## src/rtl/uart_rx_param.sv

```systemverilog
// Parametrised UART receiver: configurable data width, stop bits and
// oversampling, runtime parity mode, break/parity/frame/overrun reporting,
// and a ready/pop handshake towards the consumer.
module uart_rx_param #(
  parameter int unsigned SYSCLK_RATE = 100000000,
  parameter int unsigned BAUD_RATE   = 9600,
  parameter int unsigned DATA_BITS   = 8,
  parameter int unsigned STOP_BITS   = 2,
  parameter int unsigned OVERSAMPLE  = 16
) (
  input  logic                 Clk,
  input  logic                 Rst,
  input  logic                 Rx_En,
  input  logic                 Rx,
  input  logic [1:0]           Parity_Mode,
  input  logic                 Pop_Data,
  output logic [DATA_BITS-1:0] Data_Out,
  output logic                 Data_Rdy,
  output logic [2:0]           Rx_Error,
  output logic                 Overrun,
  output logic                 Rx_Busy
);

  localparam int unsigned DIV_RAW = SYSCLK_RATE / (BAUD_RATE * OVERSAMPLE);
  localparam int unsigned DIV     = (DIV_RAW < 1) ? 1 : DIV_RAW;
  localparam int unsigned DIV_W   = (DIV > 1) ? $clog2(DIV) : 1;
  localparam int unsigned TICK_W  = $clog2(OVERSAMPLE);
  localparam int unsigned BIT_W   = $clog2(DATA_BITS);

  typedef enum logic [2:0] {
    S_IDLE, S_START, S_DATA, S_PARITY, S_STOP, S_BREAK_WAIT
  } state_e;

  state_e               state_q, state_d;
  logic                 rx_meta_q, rx_meta_d;
  logic                 rx_s_q, rx_s_d;
  logic [DIV_W-1:0]     div_cnt_q, div_cnt_d;
  logic [TICK_W-1:0]    tick_cnt_q, tick_cnt_d;
  logic [BIT_W-1:0]     bit_cnt_q, bit_cnt_d;
  logic                 stop_cnt_q, stop_cnt_d;
  logic [DATA_BITS-1:0] shift_q, shift_d;
  logic [1:0]           mode_q, mode_d;
  logic                 all_zero_q, all_zero_d;
  logic                 par_err_q, par_err_d;
  logic                 frame_err_q, frame_err_d;
  logic [DATA_BITS-1:0] data_out_q, data_out_d;
  logic                 data_rdy_q, data_rdy_d;
  logic [2:0]           rx_error_q, rx_error_d;
  logic                 overrun_q, overrun_d;
  logic                 busy_q, busy_d;

  logic tick, mid_start, mid_bit, par_en, par_exp;

  // Sample tick and mid-point strobes for the start bit and full bits
  assign tick      = (div_cnt_q == DIV_W'(DIV - 1));
  assign mid_start = tick && (tick_cnt_q == TICK_W'(OVERSAMPLE / 2 - 1));
  assign mid_bit   = tick && (tick_cnt_q == TICK_W'(OVERSAMPLE - 1));
  assign par_en    = (mode_q == 2'b01) || (mode_q == 2'b10);
  assign par_exp   = (^shift_q) ^ (mode_q == 2'b10);

  // Next-state, datapath and handshake logic
  always_comb begin
    logic                 frame_done;
    logic                 brk_now;
    logic [DATA_BITS-1:0] done_word;
    logic [2:0]           done_err;

    state_d     = state_q;
    rx_meta_d   = Rx;
    rx_s_d      = rx_meta_q;
    div_cnt_d   = tick ? '0 : div_cnt_q + DIV_W'(1);
    tick_cnt_d  = tick_cnt_q;
    bit_cnt_d   = bit_cnt_q;
    stop_cnt_d  = stop_cnt_q;
    shift_d     = shift_q;
    mode_d      = mode_q;
    all_zero_d  = all_zero_q;
    par_err_d   = par_err_q;
    frame_err_d = frame_err_q;
    data_out_d  = data_out_q;
    data_rdy_d  = data_rdy_q;
    rx_error_d  = rx_error_q;
    overrun_d   = overrun_q;
    frame_done  = 1'b0;
    brk_now     = 1'b0;
    done_word   = '0;
    done_err    = '0;

    if (Pop_Data && data_rdy_q) begin
      data_rdy_d = 1'b0;
      overrun_d  = 1'b0;
    end

    if (state_q == S_IDLE) begin
      if (Rx_En && !rx_s_q) begin
        state_d     = S_START;
        div_cnt_d   = '0;
        tick_cnt_d  = '0;
        bit_cnt_d   = '0;
        stop_cnt_d  = 1'b0;
        all_zero_d  = 1'b1;
        par_err_d   = 1'b0;
        frame_err_d = 1'b0;
        mode_d      = Parity_Mode;
      end
    end else if (!Rx_En) begin
      state_d = S_IDLE;
    end else begin
      if (tick) tick_cnt_d = tick_cnt_q + TICK_W'(1);
      case (state_q)
        S_START: begin
          if (mid_start) begin
            tick_cnt_d = '0;
            state_d    = rx_s_q ? S_IDLE : S_DATA;
          end
        end
        S_DATA: begin
          if (mid_bit) begin
            tick_cnt_d = '0;
            shift_d    = {shift_q[DATA_BITS-2:0], rx_s_q};
            if (rx_s_q) all_zero_d = 1'b0;
            if (bit_cnt_q == BIT_W'(DATA_BITS - 1)) begin
              bit_cnt_d = '0;
              state_d   = par_en ? S_PARITY : S_STOP;
            end else begin
              bit_cnt_d = bit_cnt_q + BIT_W'(1);
            end
          end
        end
        S_PARITY: begin
          if (mid_bit) begin
            tick_cnt_d = '0;
            par_err_d  = (rx_s_q != par_exp);
            if (rx_s_q) all_zero_d = 1'b0;
            state_d    = S_STOP;
          end
        end
        S_STOP: begin
          if (mid_bit) begin
            tick_cnt_d = '0;
            if (rx_s_q) all_zero_d = 1'b0;
            else        frame_err_d = 1'b1;
            if (stop_cnt_q == 1'(STOP_BITS - 1)) begin
              brk_now    = all_zero_q && !rx_s_q;
              frame_done = 1'b1;
              done_word  = brk_now ? '0 : shift_q;
              done_err   = brk_now ? 3'b001 : {frame_err_q | ~rx_s_q, par_err_q, 1'b0};
              state_d    = brk_now ? S_BREAK_WAIT : S_IDLE;
            end else begin
              stop_cnt_d = 1'b1;
            end
          end
        end
        S_BREAK_WAIT: begin
          if (rx_s_q) state_d = S_IDLE;
        end
        default: state_d = S_IDLE;
      endcase
    end

    // A completed frame is dropped when the previous word is still unclaimed
    if (frame_done) begin
      if (data_rdy_q && !Pop_Data) begin
        overrun_d = 1'b1;
      end else begin
        data_out_d = done_word;
        rx_error_d = done_err;
        data_rdy_d = 1'b1;
      end
    end

    busy_d = (state_d != S_IDLE);
  end

  // State and output registers
  always_ff @(posedge Clk or posedge Rst) begin
    if (Rst) begin
      state_q     <= S_IDLE;
      rx_meta_q   <= 1'b1;
      rx_s_q      <= 1'b1;
      div_cnt_q   <= '0;
      tick_cnt_q  <= '0;
      bit_cnt_q   <= '0;
      stop_cnt_q  <= 1'b0;
      shift_q     <= '0;
      mode_q      <= 2'b00;
      all_zero_q  <= 1'b0;
      par_err_q   <= 1'b0;
      frame_err_q <= 1'b0;
      data_out_q  <= '0;
      data_rdy_q  <= 1'b0;
      rx_error_q  <= 3'b000;
      overrun_q   <= 1'b0;
      busy_q      <= 1'b0;
    end else begin
      state_q     <= state_d;
      rx_meta_q   <= rx_meta_d;
      rx_s_q      <= rx_s_d;
      div_cnt_q   <= div_cnt_d;
      tick_cnt_q  <= tick_cnt_d;
      bit_cnt_q   <= bit_cnt_d;
      stop_cnt_q  <= stop_cnt_d;
      shift_q     <= shift_d;
      mode_q      <= mode_d;
      all_zero_q  <= all_zero_d;
      par_err_q   <= par_err_d;
      frame_err_q <= frame_err_d;
      data_out_q  <= data_out_d;
      data_rdy_q  <= data_rdy_d;
      rx_error_q  <= rx_error_d;
      overrun_q   <= overrun_d;
      busy_q      <= busy_d;
    end
  end

  assign Data_Out = data_out_q;
  assign Data_Rdy = data_rdy_q;
  assign Rx_Error = rx_error_q;
  assign Overrun  = overrun_q;
  assign Rx_Busy  = busy_q;

endmodule

```

## config.mk

```make
export PLATFORM = sky130hd
export DESIGN_NAME = uart_rx_param
export DESIGN_NICKNAME = d
export VERILOG_FILES = /design/src/rtl/uart_rx_param.sv
export SDC_FILE = /design/constraint.sdc
export NUM_CORES = 1
export LEC_CHECK = 0
export CORE_UTILIZATION = 30
export DETAILED_ROUTE_END_ITERATION = 7
export PLACE_DENSITY_LB_ADDON = 0.12
export SLEW_MARGIN = 30
export SYNTH_ARGS = -nofsm -noshare
export SYNTH_HDL_FRONTEND = slang
export SYNTH_SLANG_ARGS = --single-unit
```

## constraint.sdc

```tcl
create_clock -name Clk -period 3.45 [get_ports Clk]
set_clock_uncertainty 0.15 [all_clocks]
set_input_delay 0.345 -clock Clk [delete_from_list [all_inputs] [get_ports Clk]]
set_output_delay 0.345 -clock Clk [all_outputs]
set_load 0.02 [all_outputs]
```

==> impl_metrics.csv, run 1 <==
group,metric,value,unit
finish,antenna_cells,0,
synth,synth_cell_types,49,
synth,ys_seq_elements,50,
power,powerDensity,393,nW/um2
worst_setup_path,path_class,"flop to flop",
timing,timing.hold.ws,0.212,ns
floorplan,initial_core_util,0.312,
worst_setup_path,r2r_start,"div_cnt_q[4]",
worst_setup_path,cpMaxStageDelayCell,"or4b_4",
power,p_switching,0.320,mW
synth,synth_top_area_frac,0.464,
timing,setup_viol,0,
cts,cts_resized,0,
worst_setup_path,critPathTopFamily,"simple AND/OR/NAND/NOR gates",
routing,first_pass_iters,4,
power,power_leakage,1.27,nW
power,p_int,0.854,mW
finish,fin_area,2990,um2
synth,postSynthAreaPerCell,10.2,um2
floorplan,die_y,94.9,um
timing,fmax,370,MHz
routing,drt_iter0_drc,61,
outcome,status,"complete, no violations",
worst_setup_path,crit_path_end_kind,"flop",
power,clkPwrFrac,0.315,
timing,worst_pin_slew,0.603,ns
worst_setup_path,cpPeakStageDelay,0.59,ns
routing,wl,5130,um
power,p_comb_frac,0.121,
worst_setup_path,path_cells,"or4b_4 -> nor4_4 -> mux2_2 -> a211o_1 -> or3_1",
synth,synthTopCellsByCount,"48 x dfrtp_1, 37 x nand2_1, 18 x nor2_1",
cts,cts_root_buf,"clkbuf_8",
synth,mappedNetlistArea,2590,um2
min_path,hp-class,"flop to flop",
floorplan,die_w,94.9,um
timing,slew_headroom,0.598,
place,place_area,2890,um2
worst_setup_path,crit_buf_inv,0,
worst_setup_path,crit_path_end,"Rx_Busy",
place,hpwl,3610,um
timing,hold_viol,0,
worst_setup_path,crit_start,"div_cnt_q[4]",
worst_setup_path,critPathMaxFanout,6,
timing,period_minus_slack,2.70,ns
cts,path_clk_slew,0.10,ns
routing,post_drt_wl_per_cell,13.5,um
global_route,grt_use_total,0.128,
synth,synth.most_common_cell,"dfrtp_1",
timing,setup_tns,0,ns
cts,post-cts-setup-buffer-count,0,
routing,final_antenna_net_count,0,
global_route,grt_pass1_vias,1800,
routing,via_count,1820,
routing,drc_errors,0,
timing,final_max_slew_viol_count,0,
place,place.gp.congestion,0.761,
worst_setup_path,cp.depth,5,
timing,rsz0062_at_grt,"no",
synth,ys_dominant_reg_cell,"dfrtp_1",
floorplan,ios,21,
floorplan,rows,33,
global_route,overflow,0,
global_route,grt_pass1_wl,8860,um
timing,fin_crit_sh,0.783,
synth,yosys_warnings,0,
routing,vias_per_cell,4.79,
timing,setup_ws,0.750,ns
synth,yosysTopAreaCell,"dfrtp_1",
global_route,grt_max_degree,50,
floorplan,core,8300,um2
power,max-vdd-ir-drop,0.181,mV
finish,area_delta_synth_final,15.3,%
power,power_frac_seq,0.563,
cts,cts_htree_levels,2,
place,port_buffers,20,
worst_setup_path,worst_setup_path_start_kind,"flop",
place,pre_cts_ws,0.749,ns
global_route,antenna_found_initial,0,
synth,synthCells,255,
synth,ys_seq_area_frac,0.484,
cts,hold_buffers,0,
synth,synth-async-reset-ratio,1.00,
synth,synth-edff-count,0,
run,cap_violations,0,
worst_setup_path,r2r-end,"Rx_Busy",
worst_setup_path,cp.required,3.49,ns
worst_setup_path,cp.arrival,2.74,ns
worst_setup_path,rrSetupSlack,0.75,ns
cts,numCtsBuffers,5,
synth,synth.net_count,269,
finish,fin_util,0.360,
cts,clock_latency,0.30,ns
floorplan,die_area,9010,um2
power,swShare,0.272,
worst_setup_path,rr_worst_depth,5,
cts,cts.sinks,50,
synth,synthTopCellsByArea,"dfrtp_1 46%, nand2_1 5.4%, mux2_2 4.8%",
finish,drive_gt1_frac,0.164,
cts,cts_tree,"yes",
cts,clockBufferDepth,2,
finish,nets,288,
state kept, by name, indices dropped and copies added (netlist names), 2 cells and up:
register	cells
div_cnt_q	10
Data_Out	8
shift_q	8
tick_cnt_q	4
Rx_Error	3
bit_cnt_q	3
state_q	3
mode_q	2
kinds of logic (layout without fill, tap and decap cells):
group,Yosys count,after routing,share of synthesized area
XOR/XNOR,18,18,0.0609
adder cells (fa/ha/maj),7,7,0.0338
multiplexers,11,11,0.0478
AND/OR/NAND/NOR,103,103,0.217
AO/OA/AOI/OAI,46,46,0.119
flip-flops,50,50,0.484
buffers and inverters,20,40,0.0372
power groups by stage:
stage | Sequential, mW | Clock [mW] | Combinational, mW
2_1_floorplan | 0.661 | 0 | 0.109
3_3_place_gp | 0.673 | 0 | 0.145
3_5_place_dp | 0.673 | 0 | 0.148
4_1_cts | 0.662 | 0.392 | 0.148
5_1_grt | 0.668 | 0.414 | 0.164
6_report | 0.661 | 0.370 | 0.142
cells in the final DEF (no fill, tap or decap), types with 5 or more instances in the layout:
cell | Yosys | routed
o21ai_0 | 13 | 13
mux2_2 | 11 | 11
nand3_1 | 9 | 9
xnor2_1 | 14 | 14
clkdlybuf4s50_1 | 0 | 20
a21oi_1 | 7 | 7
nor2b_1 | 5 | 5
nand2_1 | 37 | 37
ha_1 | 7 | 7
clkbuf_8 | 0 | 6
nor2_1 | 18 | 18
inv_1 | 8 | 7
o21ai_2 | 9 | 9
dfrtp_1 | 48 | 48
per-layer routing:
layer	vias to the layer above	share of wire	global-route usage
met5	-	0	0
met4	0	0.0058	0.0341
met3	2	0.035	0.0274
met2	34	0.45	0.199
met1	857	0.51	0.178
li1	927	-	-
worst min-delay path by stage:
| stage | startpoint | to | slack (ns) | cells after the start |
|---|---|---|---|---|
| after floorplan | rx_meta_q | rx_s_q | 0.20 | 0 |
| after CTS | rx_meta_q | rx_s_q | 0.21 | 0 |
| after detailed placement | rx_meta_q | rx_s_q | 0.20 | 0 |
| after global placement | rx_meta_q | rx_s_q | 0.20 | 0 |
| final | rx_meta_q | rx_s_q | 0.21 | 0 |
| after global routing | rx_meta_q | rx_s_q | 0.22 | 0 |
per-stage QoR:
stage | cells | total power [mW]
final | 380 | 1.17
after global routing | 380 | 1.25
after CTS | 380 | 1.20
after detailed placement | 372 | 0.821
after global placement | 372 | 0.818
after floorplan | 255 | 0.770
area by class of cell:
| class | count | area, um2 |
|---|---|---|
| Multi-Input combinational cell | 185 | 1240 |
| Clock buffer | 6 | 82.6 |
| Clock inverter | 2 | 16.3 |
| Timing Repair Buffer | 24 | 230 |
| Tap cell | 105 | 131 |
| Fill cell | 863 | 5310 |
| Inverter | 8 | 32.5 |
| Sequential cell | 50 | 1250 |
worst register-to-register path: cells and delay by family, from the launching register on:
kind | cells | cell delay (ns)
muxes | 1 | 0.38
and+or+nand+nor | 3 | 1.38
AOI/OAI and AO/OA | 1 | 0.26
DFF | 1 | 0.42
Power figures use the tool's default switching activity.
==> run 2, diff against run 1 <==
Clock period 3.45 ns to 2.7 ns, I/O delays scaled along.
==> run 2 against run 1 <==
Sequential cell count unchanged. Die area unchanged. Sequential power up 28%. Count of clock-buffer cells in the layout down 1. Power up 36%. Final area up 3.2%. Critical path depth unchanged. Combinational power up 33%. Cell count up 2.4%.
==> impl_metrics.csv, run 2 (synthesis gave the netlist of run 1 again) <==
group,metric,value,unit
timing,fmax,384,MHz
cts,numCtsBuffers,5,
finish,nets,297,
floorplan,rows,33,
run,cap_violations,0,
routing,via_count,1872,
cts,cts_root_buf,"clkbuf_8",
worst_setup_path,cp.arrival,2.66,ns
global_route,grt_pass1_wl,9030,um
timing,period_minus_slack,2.61,ns
place,hpwl,3770,um
timing,timing.hold.ws,0.144,ns
finish,regMostFlops,"div_cnt_q",
outcome,status,"complete, no violations",
global_route,antenna_found_initial,0,
timing,hold_viol,0,
worst_setup_path,rrSetupSlack,0.09,ns
place,port_buffers,20,
worst_setup_path,cpPeakStageDelay,0.60,ns
floorplan,die_area,9010,um2
worst_setup_path,cpMaxStageDelayCell,"or4b_4",
cts,path_clk_slew,0.11,ns
timing,fin_crit_sh,0.966,
worst_setup_path,worst_setup_path_start_kind,"flop",
routing,final_antenna_net_count,0,
finish,largest_reg_flops,10,
place,dp_cells,381,
worst_setup_path,cp.required,2.75,ns
finish,antenna_cells,0,
global_route,grt_use_total,0.132,
floorplan,initial_core_util,0.312,
cts,post-cts-setup-buffer-count,0,
floorplan,ios,21,
place,pre_cts_ws,0.0860,ns
timing,slew_headroom,0.689,
finish,fin_cells,389,
global_route,grt_max_degree,51,
power,power_leakage,1.33,nW
cts,hold_buffers,0,
worst_setup_path,path_class,"flop to flop",
finish,layout_commonest_cell,"dfrtp_1",
finish,fin_area,3080,um2
power,powerDensity,517,nW/um2
timing,worst_pin_slew,0.466,ns
routing,vias_per_cell,4.81,
cts,cts_resized,0,
timing,setup_tns,0,ns
routing,wl,5470,um
routing,post_drt_wl_per_cell,14.0,um
cts,cts_htree_levels,2,
min_path,hp-class,"input pin to asynchronous set/reset pin",
finish,area_delta_synth_final,19.0,%
floorplan,die_w,94.9,um
global_route,grt_pass1_vias,1813,
cts,cts.sinks,50,
cts,cts_tree,"yes",
routing,drt_iter0_drc,42,
worst_setup_path,critPathMaxFanout,4,
timing,final_max_slew_viol_count,0,
timing,setup_ws,0.0925,ns
timing,rsz0062_at_grt,"no",
global_route,overflow,0,
timing,setup_viol,0,
finish,drive_gt1_frac,0.190,
finish,final_cell_mix,"48 x dfrtp_1, 37 x nand2_1, 20 x clkdlybuf4s50_1",
place,place_area,2970,um2
routing,first_pass_iters,4,
cts,clockBufferDepth,2,
floorplan,core,8300,um2
routing,drc_errors,0,
power,max-vdd-ir-drop,0.375,mV
worst_setup_path,crit_path_end_kind,"flop",
cts,clock_latency,0.31,ns
place,place.gp.congestion,0.761,
floorplan,die_y,94.9,um
worst_setup_path,path_cells,"or4b_4 -> nor4_4 -> mux2_2 -> a211o_1 -> or3_1",
==> run 2: through the flow <==
stage / utilization / power (mW)
after CTS: 0.371 / 1.62
after global routing: 0.371 / 1.68
after detailed placement: 0.357 / 1.05
after floorplan: - / 0.984
after global placement: 0.357 / 1.05
final: 0.371 / 1.59
==> run 2: routing by layer <==
layer,GRT usage,share of wire,wire length [um]
met5,0,0,0
met4,0.0556,0.014,76
met3,0.0282,0.029,158
met2,0.201,0.44,2430
met1,0.182,0.51,2800
==> run 2: area by class of cell <==
class	instances	area [um2]
Fill cell	859	5220
Sequential cell	50	1250
Multi-Input combinational cell	185	1240
Timing Repair Buffer	33	310
Tap cell	105	131
Clock buffer	5	68.8
Clock inverter	3	47.5
Inverter	8	30.0
==> run 2: worst paths after layout <==
path                              start        end  depth (start not counted)
max                        div_cnt_q[4]    Rx_Busy                          5
min                                 Rst    Overrun                          3
max reg2reg                div_cnt_q[4]    Rx_Busy                          5
min in group Clk                     Rx  rx_meta_q                          1
min reg2reg                   rx_meta_q     rx_s_q                          0
max in group asynchronous           Rst  rx_meta_q                          3
==> run 2: where the power goes <==
part	leakage [nW]	internal [mW]	switching, mW
logic	0.597	0.0900	0.0989
clock network	0.0587	0.281	0.279
registers	0.676	0.795	0.0508
==> run 2: critical path: cells and delay by family (launching register included) <==
kind             cells  cell delay [ns]
AND/OR/NAND/NOR      3             1.30
multiplexers         1             0.38
AO/OA/AOI/OAI        1             0.26
flip-flops           1             0.42
